### src/rtl/spi_burst_ctrl.sv
// Byte-burst sequencer feeding an SPI byte engine from a TX FIFO.
// Received bytes are collected into an RX FIFO; slave select is framed with programmable setup/hold.
module spi_burst_fifo #(
  parameter int ADDR_W = 3
) (
  input  logic       clk,
  input  logic       reset,
  input  logic       push,
  input  logic       pop,
  input  logic [7:0] din,
  output logic [7:0] dout,
  output logic       full,
  output logic       empty
);
  localparam int DEPTH = 1 << ADDR_W;
  localparam logic [ADDR_W-1:0] PTR_ONE = {{(ADDR_W-1){1'b0}}, 1'b1};
  localparam logic [ADDR_W:0] CNT_ONE = {{ADDR_W{1'b0}}, 1'b1};
  localparam logic [ADDR_W:0] CNT_FULL = {1'b1, {ADDR_W{1'b0}}};

  logic [7:0] mem [DEPTH];
  logic [ADDR_W-1:0] wptr, rptr;
  logic [ADDR_W:0] cnt;
  logic push_ok, pop_ok;

  assign full = (cnt == CNT_FULL);
  assign empty = (cnt == '0);
  assign pop_ok = pop && !empty;
  // A pop frees the slot, so a push on a full FIFO still lands
  assign push_ok = push && (!full || pop_ok);
  assign dout = mem[rptr];

  always_ff @(posedge clk) begin
    if (reset) begin
      for (int i = 0; i < DEPTH; i++) mem[i] <= '0;
      wptr <= '0;
      rptr <= '0;
      cnt <= '0;
    end else begin
      if (push_ok) begin
        mem[wptr] <= din;
        wptr <= wptr + PTR_ONE;
      end
      if (pop_ok) rptr <= rptr + PTR_ONE;
      if (push_ok && !pop_ok) cnt <= cnt + CNT_ONE;
      else if (!push_ok && pop_ok) cnt <= cnt - CNT_ONE;
    end
  end
endmodule

module spi_burst_ctrl #(
  parameter int ADDR_W = 3,
  parameter int SS_W = 4
) (
  input  logic            clk,
  input  logic            reset,
  input  logic            wr_en,
  input  logic [7:0]      wr_data,
  input  logic            rd_en,
  output logic [7:0]      rd_data,
  output logic            tx_full,
  output logic            tx_empty,
  output logic            rx_empty,
  output logic            rx_overflow,
  input  logic            clr_ovf,
  input  logic            go,
  input  logic [SS_W-1:0] ss_mask,
  input  logic [15:0]     setup_dly,
  output logic            busy,
  output logic            burst_done,
  output logic [SS_W-1:0] ss_n,
  output logic            spi_start,
  output logic [7:0]      spi_mosi_data,
  input  logic            spi_ready,
  input  logic            spi_done_tick,
  input  logic [7:0]      spi_miso_data
);
  typedef enum logic [2:0] {IDLE, SETUP, START, WAIT, HOLD} state_t;

  state_t state, state_nx;
  logic [15:0] cnt, cnt_nx;
  logic [SS_W-1:0] mask, mask_nx;
  logic rx_push, rx_full, ovf_set;

  spi_burst_fifo #(.ADDR_W(ADDR_W)) u_tx (
    .clk(clk), .reset(reset),
    .push(wr_en), .pop(spi_start),
    .din(wr_data), .dout(spi_mosi_data),
    .full(tx_full), .empty(tx_empty)
  );

  spi_burst_fifo #(.ADDR_W(ADDR_W)) u_rx (
    .clk(clk), .reset(reset),
    .push(rx_push), .pop(rd_en),
    .din(spi_miso_data), .dout(rd_data),
    .full(rx_full), .empty(rx_empty)
  );

  assign busy = (state != IDLE);
  assign ovf_set = rx_push && rx_full && !rd_en;

  always_comb begin
    state_nx = state;
    cnt_nx = cnt;
    mask_nx = mask;
    spi_start = 1'b0;
    burst_done = 1'b0;
    rx_push = 1'b0;
    unique case (state)
      IDLE: begin
        if (go && !tx_empty) begin
          mask_nx = ss_mask;
          cnt_nx = '0;
          state_nx = SETUP;
        end
      end
      SETUP: begin
        if (cnt == setup_dly) begin
          cnt_nx = '0;
          state_nx = START;
        end else begin
          cnt_nx = cnt + 16'd1;
        end
      end
      START: begin
        if (spi_ready && !tx_empty) begin
          spi_start = 1'b1;
          state_nx = WAIT;
        end
      end
      WAIT: begin
        if (spi_done_tick) begin
          rx_push = 1'b1;
          // TX cannot pop here, so only a same-cycle write can refill it
          if (!tx_empty || wr_en) begin
            state_nx = START;
          end else begin
            cnt_nx = '0;
            state_nx = HOLD;
          end
        end
      end
      HOLD: begin
        if (cnt == setup_dly) begin
          burst_done = 1'b1;
          state_nx = IDLE;
        end else begin
          cnt_nx = cnt + 16'd1;
        end
      end
      default: state_nx = IDLE;
    endcase
  end

  always_ff @(posedge clk) begin
    if (reset) begin
      state <= IDLE;
      cnt <= '0;
      mask <= '0;
      ss_n <= '1;
      rx_overflow <= 1'b0;
    end else begin
      state <= state_nx;
      cnt <= cnt_nx;
      mask <= mask_nx;
      ss_n <= (state_nx != IDLE) ? ~mask_nx : '1;
      if (ovf_set) rx_overflow <= 1'b1;
      else if (clr_ovf) rx_overflow <= 1'b0;
    end
  end
endmodule

### config.mk
export PLATFORM = sky130hd
export DESIGN_NAME = spi_burst_ctrl
export DESIGN_NICKNAME = d
export VERILOG_FILES = /design/src/rtl/spi_burst_ctrl.sv
export SDC_FILE = /design/constraint.sdc
export NUM_CORES = 1
export LEC_CHECK = 0
export BUFFER_PORTS_ARGS = -buffer_cell sky130_fd_sc_hd__buf_2
export CAP_MARGIN = 20
export CORE_MARGIN = 2
export CORE_UTILIZATION = 55
export DETAILED_ROUTE_END_ITERATION = 10
export PLACE_DENSITY = 0.79
export SLEW_MARGIN = 20
export SYNTH_ARGS = -nofsm -noshare
export SYNTH_HDL_FRONTEND = slang
export SYNTH_HIERARCHICAL = 1
export SYNTH_SLANG_ARGS = --single-unit
### constraint.sdc
create_clock -name clk -period 7.1 [get_ports clk]
set_clock_uncertainty 0.1 [all_clocks]
set_input_delay 1.42 -clock clk [delete_from_list [all_inputs] [get_ports clk]]
set_output_delay 1.42 -clock clk [all_outputs]
set_load 0.01 [all_outputs]
Word-level counts from Yosys, hierarchy flattened
Memories as Yosys holds them, arrays and structs flattened. A register that Yosys moved wholly into a read port is not among the register bits.
Cells that the tools add are included.
- add/sub/neg operators: 9
- $mul: 0
- divide/modulo/power cells: 0
- order comparisons: 0
- eq/ne operators: 11
- shift-type cells: 0
- mux-type cells: 45
- bitwise logic cells: 2
- reduce and logical (&&, ||, !) cells: 37
- operators with widths (cell ; number):
    $mux W16 ; 5
    $pmux W16 S4 ; 1
    $mux W3 ; 12
    $mux W4 ; 6
    $mux W1 ; 18
    $add A16 B1 Y16 const B ; 1
    $eq A16 B16 Y1 ; 1
    $mux W8 ; 2
    $reduce_or A8 Y1 ; 2
    $pmux W3 S5 ; 1
    $add A3 B1 Y3 const B ; 4
    $logic_and A1 B1 Y1 ; 12
    $logic_not A1 Y1 ; 9
    $add A4 B1 Y4 const B ; 2
    $eq A4 B4 Y1 const B ; 2
    $logic_not A4 Y1 ; 2
    $ne A2 B2 Y1 const B ; 4
    $sub A4 B1 Y4 const B ; 2
    $eq A3 B2 Y1 const B ; 2
    $reduce_bool A2 Y1 ; 3
    $reduce_bool A3 Y1 ; 2
    $reduce_and A5 Y1 ; 1
    $not A4 Y4 ; 1
    $reduce_bool A4 Y1 ; 1
    6 further kinds ; 8
- register bits: 48
- latch bits: 0
- bits in writable memories: 128
- bits in read-only memories: 0
- bits of input ports: 44
- output and inout port bits: 27
- logic and storage cells: 117
- memories: 2
- memories (memory ; words ; width ; rd ports ; clocked after memory_dff ; wr ports ; line ; source):
    u_rx.mem ; 8 ; 8 ; 1 ; 1 ; 8 ; 20 ; logic [7:0] mem [DEPTH];
    u_tx.mem ; 8 ; 8 ; 1 ; 1 ; 8 ; 20 ;

Depth between registers and ports, before layout
Gate-level depths: netlist of run 1.
- word-level depth: 13
- gate-level depth with buffers: 12
- depth with buffers taken out: 11

Hierarchy
The synthesis of run 1 kept the hierarchy.
- modules (own cells, without submodules) (module ; times used ; cells an instance ; area each (µm²) ; sequential area each (µm²)):
    spi_burst_fifo ; 2 ; 250 ; 3435.8 ; 2182.1
    spi_burst_ctrl ; 1 ; 226 ; 1819.2 ; 560.5

Least setup slack after synthesis of run 1
No wires, ideal clock.
- path type: input -> output
- start: input setup_dly[15]
- end: output burst_done
- arrival time: 2.568 ns
- required time: 5.580 ns
- path slack: 3.012 ns
- stages on the path: 5
- buffers on the path: 1
- cell sequence: xor2_1 nor4_1 nand4_1 clkbuf_1 nor2_1
- cells in the longest elaborated chain, start to end: 3
- ends and longest elaborated chain (element ; line ; source):
    start: declaration ; 67 ; input logic [15:0] setup_dly,
    $eq A16 B16 Y1 ; 143 ; if (cnt == setup_dly) begin
    $mux W1 ; 143 ;
    $mux W1 ; 108 ; unique case (state)
    end: declaration ; 69 ; output logic burst_done,
No other way between the ends.

Final worst setup path of run 1
Ends and elaborated chain as after synthesis.

==> run metrics, run 1 <==
CTS Buf Count=17; Skew-Pair Late Insertion Delay=0.43 ns; max_cap viols=0; vias=6124; Clk pin slew, worst setup/hold paths=0.06 ns; ANT nets after route=0; hold path cells=2; largest net degree at the start of global routing=70; ranking of synthesized cells by area=edfxtp_1 (44%), dfxtp_1 (12%), mux4_2 (8.3%); Crit Path Category=input port to primary output; slew margin rel.=30.66%; Fin. Hold Viols=0; peak supply drop=0.2030 mV; Detailed Route WL=19.34 mm; Die ar.=16820 um2; Post-synth ARST share=0%; YS warnings=6; DR vias/cell=6.112; final core area utilization=63.73%; Syn Inst Count=726; Site Rows=45; CP Launch Type=input port; die height=129.7 um; gr usage total=23.75%; Setup Fix Bufs, Post-CTS=0; Area Growth Syn to Fin=12.29%; GR Layer Usage met1=30.07%; first-pass GRT wire length=30.44 mm; grt met3 use=3.895%; Avg WL per Cell=19.30 um; Hold Slack=0.3769 ns; Final GP Congestion=0.8615; slew of the pin with the lowest slew margin=1.031 ns; EDFF count, synth=128; Syn Nets=783; hold path startpoint=mask[2]$_SDFF_PP0_; die width=129.7 um; Reg2Reg Capture Point=u_tx/cnt[3]$_SDFFE_PP0P_; share of cells above drive strength 1=23.51%; CTS root buf=clkbuf_16; DR pass1 iterations=5; top cell type's share of synthesized area=44.23%; fmax=0.2160 GHz; post-synthesis sequential area ratio=56.67%; Main synth FF type=edfxtp_1; CP arrival=3.11 ns; clock sinks=182; TNS Setup=0 ns; Min-Delay Path Class=flop to flop; post-synth cell types=63; Final setup viols=0; count leader, synth=nor2_1; PD cells=288.9 nW/um2; vias in the first global route=6128; I/O Buffers=70; post-synthesis instance area=8691 um2; DRC viols=0; hold-fix buffers at CTS=0; final net count=835; Synth area leader=edfxtp_1; floorplan core area=15310 um2; # resized after CTS=0; Initial Util=56.75%; CTS tree=done; r2r setup slk=3.35 ns; fin crit share=65.21%; Synth Register Bits=182; unrepaired setup endpoints after global routing=no; outcome=finished clean; Top-Level Pins=71; crit end category=primary output; r2r worst-path depth=11; required time worst endpoint=5.58 ns; Leak=3.443 nW; fin crit period=4.630 ns; initial antenna violation count=0; worst-path maximum fanout=17; Longest Clk Path Bufs=2; Post-DP HPWL=12.64 mm; most used routing layer in global routing=met2; synth cell count leaders=nor2_1 (169), edfxtp_1 (128), dfxtp_1 (54); Hold Path Sink=mask[2]$_SDFF_PP0_; Initial DRC Count=526; met2 usage=40.59%; diodes inserted=0; syn avg cell area=11.97 um2; CTS H-tree lvls=4; Slew Viols, Final=0; GRT overflow=0; Worst R2R Start=u_tx/cnt[1]$_SDFFE_PP0P_
-- cells in the final DEF, fill, tap and decap left out, types with 7 or more instances in the layout --
cell	netlist	final
nor2_1	169	169
edfxtp_1	128	128
buf_2	12	70
dfxtp_1	54	52
nand2_1	40	40
mux4_2	32	32
nand3_1	28	28
xor2_1	22	22
mux2_2	18	18
clkbuf_16	0	17
inv_1	16	16
o21ai_0	13	13
nor2b_1	11	11
a21oi_1	11	11
ha_1	11	11
a311oi_1	10	10
a31oi_1	10	10
nor3_1	9	9
a31o_2	8	8
xnor2_1	7	7
a21o_1	7	7
-- flip-flops by register name, summed over array words and instances, names as in the netlist, 4 cells and up, named ones only --
name,flops
u_tx/mem,64
u_tx/cnt,4
cnt,16
u_rx/cnt,4
mask,4
u_rx/mem,64
ss_n,4
-- critical path, stage by stage --
cell,delay (ns)
buf_2,0.11
xor2_1,0.14
nor4_1,0.37
nand4_1,0.65
nor2_1,0.25
buf_2,0.17
-- worst max path at each step --
stage / startpoint / endpoint / slack (ns)
finish: setup_dly[15] / burst_done / 2.47
global route: setup_dly[15] / burst_done / 2.22
CTS: setup_dly[15] / burst_done / 2.51
detailed placement: setup_dly[15] / burst_done / 2.52
global placement: setup_dly[15] / burst_done / 2.53
floorplan: setup_dly[15] / burst_done / 3.01
-- where the power goes --
part	leakage, nW	switching, mW	total [mW]	internal, mW
logic	1.42	0.269	0.508	0.239
registers	1.73	0.0986	1.32	1.22
clock network	0.298	0.402	0.995	0.593
-- routing by layer --
metal | routed length, um | vias to the layer above
met3 | 1491 | 38
li1 | - | 2791
met5 | 0 | -
met1 | 7472 | 2973
met2 | 9937 | 322
met4 | 440 | 0
-- area by class of cell --
| type | count | area, um2 |
|---|---|---|
| fill | 1180 | 5555 |
| sequential | 182 | 4927 |
| multi-input combinational | 489 | 3517 |
| clock buffer | 18 | 429.2 |
| timing repair buffer | 72 | 365.4 |
| tap | 211 | 264.0 |
| clock inverter | 14 | 196.4 |
| inverter | 16 | 60.06 |
-- kinds of logic after synthesis --
| kind of cell | after synthesis | synth area share, % |
|---|---|---|
| xor+xnor | 29 | 2.923 |
| compound gates | 94 | 8.465 |
| fa+ha+maj | 13 | 2.044 |
| flops | 182 | 56.67 |
| mux | 56 | 11.32 |
| buf+inv | 55 | 2.865 |
| simple gates | 297 | 15.72 |
-- through the flow --
step | setup WS [ns] | instance area [um2] | cells | power (mW)
6_report | 2.470 | 9759 | 1002 | 2.819
5_1_grt | 2.216 | 9759 | 1002 | 2.927
4_1_cts | 2.514 | 9757 | 1002 | 2.832
3_5_place_dp | 2.523 | 9131 | 970 | 1.846
3_3_place_gp | 2.534 | 9131 | 970 | 1.810
2_1_floorplan | 3.012 | 8691 | 726 | 1.695
Power figures use the tool's default switching activity.
==> inputs of run 2 (changes only) <==
- CORE_UTILIZATION: 55 -> 54
- PLACE_DENSITY: 0.79 -> 0.81
- clock period: 7.1 -> 4.1 ns (I/O delays scaled with it)
==> run metrics, run 2 (synthesized netlist as in run 1, its figures left out) <==
outcome=finished clean; critical path endpoint=u_tx/cnt[3]$_SDFFE_PP0P_; post-route setup slack=0.9139 ns; CP Launch Type=flop; Clk pwr share=33.5%; initial antenna violation count=0; Detailed Route WL=18.32 mm; clock sinks=182; fin crit period=3.186 ns; sw frac=27.91%; # resized after CTS=0; die width=130.9 um; CTS tree=done; Site Rows=46; floorplan core area=15830 um2; fin crit share=77.71%; I/O Buffers=70; Clk pin slew, worst setup/hold paths=0.06 ns; critical path launch point=u_tx/cnt[0]$_SDFFE_PP0P_; largest net degree at the start of global routing=47; CTS H-tree lvls=4; Area Growth Syn to Fin=12.09%; DR vias/cell=5.898; Top-Level Pins=71; Reg2Reg Capture Point=u_tx/cnt[3]$_SDFFE_PP0P_; commonest non-fill, non-tap cell in the layout=nor2_1; slew margin rel.=42.02%; Leak=3.440 nW; peak supply drop=0.3253 mV; hold-fix buffers at CTS=0; CP arrival=3.41 ns; r2r worst-path depth=12; CTS Buf Count=17; Slew Viols, Final=0; Post-DP HPWL=12.16 mm; Initial DRC Count=442; unrepaired setup endpoints after global routing=no; fin area=9742 um2; TNS Setup=0 ns; slew of the pin with the lowest slew margin=0.8696 ns; max_cap viols=0; DRC viols=0; diodes inserted=0; ANT nets after route=0; non-filler cells, final=1010; required time worst endpoint=4.32 ns; P_int=3.435 mW; sw power=1.330 mW; die height=130.9 um; Min-Delay Path Class=flop to flop; Final GP Congestion=0.8002; Area after DPL=9168 um2; vias=5957; DP Worst Slack=0.7898 ns; Initial Util=54.91%; PD cells=489.1 nW/um2; r2r setup slk=0.91 ns; CTS root buf=clkbuf_16; worst-path maximum fanout=16; final net count=839; vias in the first global route=5829; Largest regs=u_rx/mem x64, u_tx/mem x64, cnt x16; Longest Clk Path Bufs=2; Crit Path Category=flop to flop; share of cells above drive strength 1=23.43%; Skew-Pair Late Insertion Delay=0.44 ns; Final setup viols=0; fillcell total=1226; Reg power frac=46.9%; fmax=0.3139 GHz; crit end category=flop; dpl cells=979; Setup Fix Bufs, Post-CTS=0; DR pass1 iterations=5; gr usage total=22.19%; Worst R2R Start=u_tx/cnt[0]$_SDFFE_PP0P_; GRT overflow=0; Die ar.=17120 um2; Combinational Power Share=19.6%; first-pass GRT wire length=28.61 mm; Avg WL per Cell=18.14 um; Fin. Hold Viols=0; most frequent cells in the layout=nor2_1 (169), edfxtp_1 (128), buf_2 (70), dfxtp_1 (54), nand2_1 (40)
run 2: worst min-delay path by stage:
stage	start	end	slack [ns]	cells after the start
3_5_place_dp	mask[0]$_SDFF_PP0_	mask[0]$_SDFF_PP0_	0.35	2
5_1_grt	mask[2]$_SDFF_PP0_	mask[2]$_SDFF_PP0_	0.40	2
2_1_floorplan	mask[3]$_SDFF_PP0_	mask[3]$_SDFF_PP0_	0.34	2
4_1_cts	mask[0]$_SDFF_PP0_	mask[0]$_SDFF_PP0_	0.36	2
3_3_place_gp	mask[2]$_SDFF_PP0_	mask[2]$_SDFF_PP0_	0.35	2
6_report	mask[0]$_SDFF_PP0_	mask[0]$_SDFF_PP0_	0.36	2
run 2: area by class of cell:
| class | count | area, um2 | area share, % |
|---|---|---|---|
| clock buffer | 17 | 425.4 | 4.367 |
| clock inverter | 14 | 148.9 | 1.528 |
| inverter | 16 | 60.06 | 0.6165 |
| multi-input combinational | 489 | 3517 | 36.10 |
| sequential | 182 | 4925 | 50.55 |
| tap | 216 | 270.3 | 2.774 |
| timing repair buffer | 76 | 395.4 | 4.059 |
run 2: power by group through the flow:
stage / Sequential [mW] / Clock [mW] / Combinational, mW
after floorplan: 2.22 / 0 / 0.716
after global placement: 2.26 / 0 / 0.914
after detailed placement: 2.27 / 0 / 0.931
after CTS: 2.23 / 1.62 / 0.942
after global routing: 2.25 / 1.68 / 1.04
final: 2.23 / 1.60 / 0.934
run 2: routing by layer:
| metal | GRT usage [%] | share of wire (%) |
|---|---|---|
| met2 | 38.36 | 51 |
| met5 | 0 | 0 |
| met3 | 5.130 | 6.3 |
| met4 | 8.698 | 1.9 |
| met1 | 27.17 | 41 |
run 2: stage by stage:
stage	util [%]	total power [mW]	hold slack [ns]
floorplan	-	2.936	0.3404
global route	61.55	4.973	0.3978
detailed placement	57.92	3.201	0.3538
CTS	61.55	4.793	0.3629
finish	61.55	4.765	0.3646
global placement	57.92	3.176	0.3502
run 2: critical path: stages (launching register included):
cell and delay (ns):
dfxtp_1 0.49, nor4_1 0.09, buf_4 0.17, nor3b_1 0.21, and2_1 0.26, o21a_4 0.30, ha_1 0.21, inv_1 0.09
ha_1 0.33, a21oi_1 0.21, a211oi_1 0.10, a31oi_1 0.18, mux2_2 0.35
